`src/rtl/mem_arb_pkg.sv`:
```
// Shared definitions for the unified I/D memory arbiter.
// Holds the in-flight owner encoding, the streak counter width and the
// default starvation limit used by unified_mem_arbiter and arb_starve_cnt.
package mem_arb_pkg;

  // Owner of the access currently in flight in the SRAM's one-cycle read pipe.
  localparam logic [1:0] OWN_NONE = 2'b00;
  localparam logic [1:0] OWN_I_RD = 2'b01;
  localparam logic [1:0] OWN_D_RD = 2'b10;
  localparam logic [1:0] OWN_D_WR = 2'b11;

  // Streak counter width covers the full legal STARVE_LIMIT range 1..15.
  localparam int STREAK_W         = 4;
  localparam int STARVE_LIMIT_DEF = 4;

endpackage

```
`src/rtl/arb_starve_cnt.sv`:
```
// Starvation guard for the unified memory arbiter.
// Counts consecutive D grants made while the fetch port is waiting and
// raises force_i once the streak reaches STARVE_LIMIT.
// Ports:
//   clk, rst_n : clock, asynchronous active-low reset
//   i_req      : fetch port is requesting
//   i_gnt      : fetch port granted this cycle
//   d_gnt      : data port granted this cycle
//   force_i    : next I request must win over D
module arb_starve_cnt
  import mem_arb_pkg::*;
#(
  parameter int STARVE_LIMIT = STARVE_LIMIT_DEF
) (
  input  logic clk,
  input  logic rst_n,
  input  logic i_req,
  input  logic i_gnt,
  input  logic d_gnt,
  output logic force_i
);

  localparam logic [STREAK_W-1:0] LIMIT = STREAK_W'(STARVE_LIMIT);

  logic [STREAK_W-1:0] streak;

  // NOTE: state registers use non-blocking assignments so every flop samples
  // the pre-edge values, independent of always-block evaluation order.
  always_ff @(posedge clk or negedge rst_n) begin
    if (!rst_n) begin
      streak <= '0;
    end else if (i_gnt || !i_req) begin
      // Streak only measures how long a *waiting* fetch has been passed over.
      streak <= '0;
    end else if (d_gnt && (streak != LIMIT)) begin
      streak <= streak + 1'b1;
    end
  end

  assign force_i = (streak == LIMIT);

endmodule

```
`src/rtl/unified_mem_arbiter.sv`:
```
// Unified instruction/data memory arbiter.
// Shares one single-port synchronous SRAM between the fetch (I) and data (D)
// ports of the core. D has fixed priority, except that a starvation guard
// forces an I grant after STARVE_LIMIT consecutive D wins. The owner of each
// access is registered so the word returning one cycle later is steered to
// the requester that issued it.
// Ports:
//   CLK, RSTn                        : clock, asynchronous active-low reset
//   I_REQ/I_ADDR/I_GNT               : fetch request, byte address, grant
//   I_RVALID/I_RDATA                 : fetch response (1 cycle after I_GNT)
//   D_REQ/D_WE/D_BE/D_ADDR/D_WDATA   : data request
//   D_GNT                            : data grant
//   D_RVALID/D_RDATA                 : read data or write ack
//   M_CSN/M_WEN/M_BE/M_ADDR/M_DI     : SRAM control (active-low CSN/WEN)
//   M_DOUT                           : SRAM read data, cycle after access
module unified_mem_arbiter
  import mem_arb_pkg::*;
#(
  parameter int AWIDTH       = 12,
  parameter int STARVE_LIMIT = STARVE_LIMIT_DEF
) (
  input  logic              CLK,
  input  logic              RSTn,
  input  logic              I_REQ,
  input  logic [31:0]       I_ADDR,
  output logic              I_GNT,
  output logic              I_RVALID,
  output logic [31:0]       I_RDATA,
  input  logic              D_REQ,
  input  logic              D_WE,
  input  logic [3:0]        D_BE,
  input  logic [31:0]       D_ADDR,
  input  logic [31:0]       D_WDATA,
  output logic              D_GNT,
  output logic              D_RVALID,
  output logic [31:0]       D_RDATA,
  output logic              M_CSN,
  output logic              M_WEN,
  output logic [3:0]        M_BE,
  output logic [AWIDTH-1:0] M_ADDR,
  output logic [31:0]       M_DI,
  input  logic [31:0]       M_DOUT
);

  logic       force_i;
  logic       win_i;
  logic       win_d;
  logic [1:0] owner;
  logic [1:0] owner_next;

  // Byte-offset bits and bits above the SRAM size are dropped on purpose:
  // addresses alias silently.
  logic addr_unused;
  assign addr_unused = ^{I_ADDR[31:AWIDTH+2], I_ADDR[1:0],
                         D_ADDR[31:AWIDTH+2], D_ADDR[1:0]};

  arb_starve_cnt #(
    .STARVE_LIMIT(STARVE_LIMIT)
  ) u_starve (
    .clk    (CLK),
    .rst_n  (RSTn),
    .i_req  (I_REQ),
    .i_gnt  (win_i),
    .d_gnt  (win_d),
    .force_i(force_i)
  );

  // Arbitration winner. Internal state consumes the raw winner; reset acts on
  // those flops asynchronously, so only the visible outputs need gating.
  // NOTE: every always_comb output gets a default first so no path leaves it
  // unassigned, which would otherwise infer a latch.
  always_comb begin
    win_i = 1'b0;
    win_d = 1'b0;
    if (force_i && I_REQ) begin
      win_i = 1'b1;
    end else if (D_REQ) begin
      win_d = 1'b1;
    end else if (I_REQ) begin
      win_i = 1'b1;
    end
  end

  assign I_GNT = RSTn & win_i;
  assign D_GNT = RSTn & win_d;

  // SRAM drive follows the visible grant, so reset parks the macro idle.
  always_comb begin
    M_CSN  = 1'b1;
    M_WEN  = 1'b1;
    M_BE   = 4'b0000;
    M_ADDR = '0;
    M_DI   = '0;
    if (I_GNT) begin
      M_CSN  = 1'b0;
      M_ADDR = I_ADDR[AWIDTH+1:2];
    end else if (D_GNT) begin
      M_CSN  = 1'b0;
      M_WEN  = ~D_WE;
      M_BE   = D_WE ? D_BE : 4'b0000;
      M_ADDR = D_ADDR[AWIDTH+1:2];
      M_DI   = D_WDATA;
    end
  end

  always_comb begin
    owner_next = OWN_NONE;
    if (win_i) begin
      owner_next = OWN_I_RD;
    end else if (win_d) begin
      owner_next = D_WE ? OWN_D_WR : OWN_D_RD;
    end
  end

  // Reloaded every cycle: one access in flight at most, so grants can issue
  // back to back with no bubbles.
  always_ff @(posedge CLK or negedge RSTn) begin
    if (!RSTn) begin
      owner <= OWN_NONE;
    end else begin
      owner <= owner_next;
    end
  end

  // Response steering: data is passed straight from the macro, masked to
  // zero for the requester that does not own the returning word.
  assign I_RVALID = (owner == OWN_I_RD);
  assign I_RDATA  = I_RVALID ? M_DOUT : 32'h0;
  assign D_RVALID = (owner == OWN_D_RD) || (owner == OWN_D_WR);
  assign D_RDATA  = (owner == OWN_D_RD) ? M_DOUT : 32'h0;

endmodule

```
`config.mk`:
```
export PLATFORM = sky130hd
export DESIGN_NAME = unified_mem_arbiter
export DESIGN_NICKNAME = d
export VERILOG_FILES = /design/src/rtl/mem_arb_pkg.sv /design/src/rtl/arb_starve_cnt.sv /design/src/rtl/unified_mem_arbiter.sv
export SDC_FILE = /design/constraint.sdc
export NUM_CORES = 1
export LEC_CHECK = 0
export ABC_CLOCK_PERIOD_IN_PS = 2700
export CORE_AREA = 2 2 100 102
export CTS_CLUSTER_SIZE = 20
export DETAILED_ROUTE_END_ITERATION = 8
export DIE_AREA = 0 0 102 104
export MAX_ROUTING_LAYER = met4
export PLACE_DENSITY_LB_ADDON = 0.25
export SYNTH_ARGS = -nofsm -noshare
export SYNTH_HDL_FRONTEND = slang
export SYNTH_HIERARCHICAL = 1
export SYNTH_SLANG_ARGS = --single-unit
```
`constraint.sdc`:
```
create_clock -name CLK -period 2.7 [get_ports CLK]
set_input_delay 0.405 -clock CLK [delete_from_list [all_inputs] [get_ports CLK]]
set_output_delay 0.405 -clock CLK [all_outputs]
set_load 0.01 [all_outputs]
```
* Word level (Yosys, flattened, before mapping)
Index checks and enable logic that the tools add are counted.
Widths: inputs -> output; s select.
** Operators by class
- Add/subtract/negate cells :: 1
- Equality and inequality tests :: 5
- Multiplexer cells :: 23
- Bitwise operators :: 3
- Reduce and logical (&&, ||, !) cells :: 6
** Operator list (number)
- $mux 32 :: 4
- $mux 12 :: 2
- $mux 4 :: 5
- $mux 1 :: 10
- $add 4x1->4 const B :: 1
- $eq 2x2->1 const B :: 2
- $eq 4x3->1 const B :: 1
- $mux 2 :: 2
- $ne 4x3->1 const B :: 1
- $and 1x1->1 :: 2
- $eq 2x1->1 const B :: 1
- $logic_and 1x1->1 :: 2
- $logic_or 1x1->1 :: 2
- $reduce_bool 2->1 :: 1
- $logic_not 1->1 :: 1
- $not 1->1 :: 1
** Word-level totals
- Register bits :: 6
- Input port bits :: 137
- Output and inout bits :: 118

* Depth between registers and ports, before layout
- Depth in word-level cells :: 6
- Mapped depth :: 11
- Mapped depth without buffers :: 10

* By module
The synthesis kept the hierarchy.
** By module, submodules not included
- unified_mem_arbiter :: instances 1, cells an instance 169, area each 1061.0 um2, seq. area each 50.0 um2
- arb_starve_cnt :: instances 1, cells an instance 26, area each 236.5 um2, seq. area each 100.1 um2

* Least setup slack after synthesis
Ideal clock, no wire load.
- Kind :: reg-to-reg
- Start point :: register u_starve.streak[0]
- End point :: register u_starve.streak[3]
- Setup time :: 0.077 ns
- Data arrival time :: 1.773 ns
- Data required time :: 2.623 ns
- Setup slack :: 0.849 ns
- Cell stages (with the launch flop) :: 12
- Path buffers :: 1
- Cell sequence :: dfrtp_1 inv_1 ha_1 nand3b_4 inv_2 nand2_1 nand2_1 buf_2 inv_1 nand4_1 or3_1 a21oi_1
** Between the ends
- Longest elaborated chain between the ends :: 5
- Elaborated cells on any way between the ends :: 11
- Classes of those cells :: 1 x add/sub; 2 x eq/ne; 4 x mux; 4 x reduce/logical
** RTL lines
- start: declaration :: RTL line arb_starve_cnt.sv:25 : logic [STREAK_W-1:0] streak;
- start signal: assignment :: RTL line arb_starve_cnt.sv:36 : streak <= streak + 1'b1;
- $eq 4x3->1 :: RTL line arb_starve_cnt.sv:40 : assign force_i = (streak == LIMIT);
- named net force_i :: RTL line unified_mem_arbiter.sv:45 : logic force_i;
- $logic_and 1x1->1 :: RTL line unified_mem_arbiter.sv:75 : if (force_i && I_REQ) begin
- $mux 1 :: RTL line unified_mem_arbiter.sv:75
- named net win_d :: RTL line unified_mem_arbiter.sv:47 : logic win_d;
- $logic_and 1x1->1 :: RTL line arb_starve_cnt.sv:35 : end else if (d_gnt && (streak != LIMIT)) begin
- $reduce_bool 2->1 (no line)
The timed path passes the listed nets, and every way through them passes these cells. The select of a mux whose other input is x is not followed.
A chain may end at the register's enable or synchronous reset.

* Final worst setup path
- Start point :: input D_REQ
- End point :: output M_DI[13]
** Between the ends
- Longest elaborated chain between the ends :: 5
- Elaborated cells on any way between the ends :: 8
- Classes of those cells :: 6 x mux; 2 x bitwise
** RTL lines
- start: declaration :: RTL line unified_mem_arbiter.sv:29 : input logic D_REQ,
- $mux 1 :: RTL line unified_mem_arbiter.sv:77 : end else if (D_REQ) begin
- $mux 1 :: RTL line unified_mem_arbiter.sv:75
- $and 1x1->1 :: RTL line unified_mem_arbiter.sv:85 : assign D_GNT = RSTn & win_d;
- $mux 32 :: RTL line unified_mem_arbiter.sv:97 : end else if (D_GNT) begin
- $mux 32 (*) :: RTL line unified_mem_arbiter.sv:94 : if (I_GNT) begin
- end: declaration :: RTL line unified_mem_arbiter.sv:41 : output logic [31:0] M_DI,
Every way passes the cells marked *; elsewhere a longest branch is shown, timed or not.

==> impl_metrics.toml <==
[grt]
grt_pass1_vias = 1873
antenna_found_initial = 0
grt_pass1_wl_um = 10100
overflow = 0
grtUsageTotal = 0.124
grt_max_degree = 34

[power]
powerDensity_nw_per_um2 = 195
ir_drop_v = 0.000123
power.leakage_nw = 1.52
p_total_mw = 0.715

[detailed_routing]
wl_per_cell_um = 13.4
final_antenna_net_count = 0
vias_per_cell = 3.87
vias = 2077
finalWirelength_um = 7190
drt_iter0_markers = 38
drt_pass1_iterations = 4
route.detailed.drc = 0

[sta]
worst_slack_ns = 0.110
whs_ns = 0.535
clock_skew_ns = 0.00202
finalHoldViolCount = 0
rsz0062_at_grt = "no"
fmax_ghz = 0.386
worst_pin_slew_ns = 0.426
setup_viol = 0
drv_slew = 0
max_slew_margin = 0.715
period_share = 0.959
fin_tns_setup_ns = 0
fin_crit_ns = 2.59

[synth]
synth_top_flop_cell = "dfrtp_1"
synth-seq-area-share = 0.116
synth_edf_count = 0
synthTopCellsByArea = "and2_1 (37%), and2_4 (14%), dfrtp_1 (12%), nand2_1 (9.0%), o22ai_1 (5.8%)"
synth-adder-area-share = 0.0193
syn-num-nets = 334
synth_cell_type_count = 25
avgSynthCellArea_um2 = 6.65
synth.most_common_cell = "and2_1"
synth_commonest_cells = "and2_1 (76), nand2_1 (31), and2_4 (20)"
syn_inst = 195
synth-xor-area-share = 0
async_reset_ff_frac = 1.00
synth_top_area_frac = 0.366
synthMuxAreaShare = 0
synth_compound_area_frac = 0.0849
synth.largest_area_cell = "and2_1"
ys_ff_latch = 6
synth_top_family_by_area = "simple AND/OR/NAND/NOR gates"
synth-simple-area-share = 0.688
synth_warnings = 6
syn-cell-area_um2 = 1300

[worst_setup_path]
worstPathRequired_ns = 2.30
timing.rr.start = "u_starve/streak[0]"
r2r_slack_ns = 0.71
r2r-end = "u_starve/streak[3]"
worst_setup_path_end_kind = "output port"
critPathLaunchType = "input pin"
worstSetupPathType = "input pin to output port"
crit_fanout = 9
arrival_ns = 2.19
rr_worst_depth = 10

[place]
dp.cells = 530
place_ws_ns = 0.0721
numPortBuffers = 214
dpl_cell_area_um2 = 3540
place.gp.congestion = 0.777
dp_hpwl_um = 5690

[floorplan]
initial_core_util = 0.136
die_y_um = 104
chipWidth_um = 102
core_area_um2 = 9550
ios = 255
rows = 36
dieArea_um2 = 10600

[layout]
stdcell_area_um2 = 3660
n_antenna_cell = 0
nets = 545
fin_cells = 537
area_growth_pct = 182
utilization = 0.383
drive_gt1_frac = 0.0916
fill_cells = 1008

[status]
status = "completed"

[clock_tree]
cts_setup_buffers = 0
hold_buffers = 0
htree_num_levels = 1
cts_buffers = 3
numClockSinks = 6
clkTransAtPathRegs_ns = 0.04
tritoncts = "built"
clk_latency_ns = 0.22
ctsLongestPathBuffers = 2
root_buffer = "clkbuf_8"

[min_path]
min_to = "u_starve/streak[3]"
worstHoldPathType = "flip-flop to flip-flop"
min_path_cells = 2
hp-start = "u_starve/streak[3]"

[flow_run]
maxCapViolations = 0
## worst max-delay path: stages
cell	delay (ns)
clkdlybuf4s50_1	0.73
and3_2	0.35
and2_4	0.16
clkdlybuf4s50_1	0.53
## flip-flops by register name (all words and copies together), names as in the netlist
name / cells
u_starve/streak: 4
owner: 2
## placed cells by master (no fill, tap or decap)
cell type / count
nor3_1: 1
nor2b_1: 1
and3_1: 5
buf_6: 1
nand3_1: 3
nand3b_4: 1
and2_4: 20
and3_2: 1
and2_1: 76
or3_1: 1
and3_4: 4
nand2_1: 28
dfrtp_1: 6
clkdlybuf4s50_1: 210
nand2b_1: 2
dlymetal6s2s_1: 4
nand4_1: 1
inv_2: 1
buf_4: 3
nor2_1: 1
nand2_4: 3
ha_1: 2
o21ai_0: 3
clkbuf_8: 3
and2b_1: 1
inv_1: 6
o22ai_1: 12
a21oi_1: 4
## per-layer routing
layer | wire [um] | track usage
met4 | 79 | 0.0257
met2 | 3620 | 0.236
met5 | 0 | -
met1 | 2770 | 0.129
met3 | 721 | 0.0228
## what timing repair did
action,4_1_cts,5_1_grt
endpoints found under the hold margin,0,0
endpoints found under the setup margin,48,42
gates resized for setup,4,10
gates cloned,2,2
## where the power goes
part	total, mW	switching, mW	internal, mW
registers	0.0966	0.00263	0.0939
clock network	0.135	0.0394	0.0958
logic	0.483	0.170	0.313
## worst max-delay path by stage
stage,startpoint,endpoint,cells past startpoint
floorplan,u_starve/streak[0],u_starve/streak[3],11
global placement,I_REQ,M_BE[3],5
detailed placement,I_REQ,M_BE[0],5
CTS,u_starve/streak[0],M_ADDR[10],8
global route,u_starve/streak[0],M_ADDR[11],8
finish,D_REQ,M_DI[13],4
## cell families after synthesis
family / count (synthesis)
flops: 6
fa+ha+maj: 2
compound gates: 19
buf+inv: 23
simple gates: 145
## area by class of cell
type	count	area, um2	share of cell area
timing repair buffer	218	2190	0.597
multi-input combinational	170	1090	0.298
tap	133	166	0.0455
sequential	6	150	0.0410
clock buffer	3	41.3	0.0113
inverter	7	26.3	0.00718
Power figures use the tool's default switching activity.
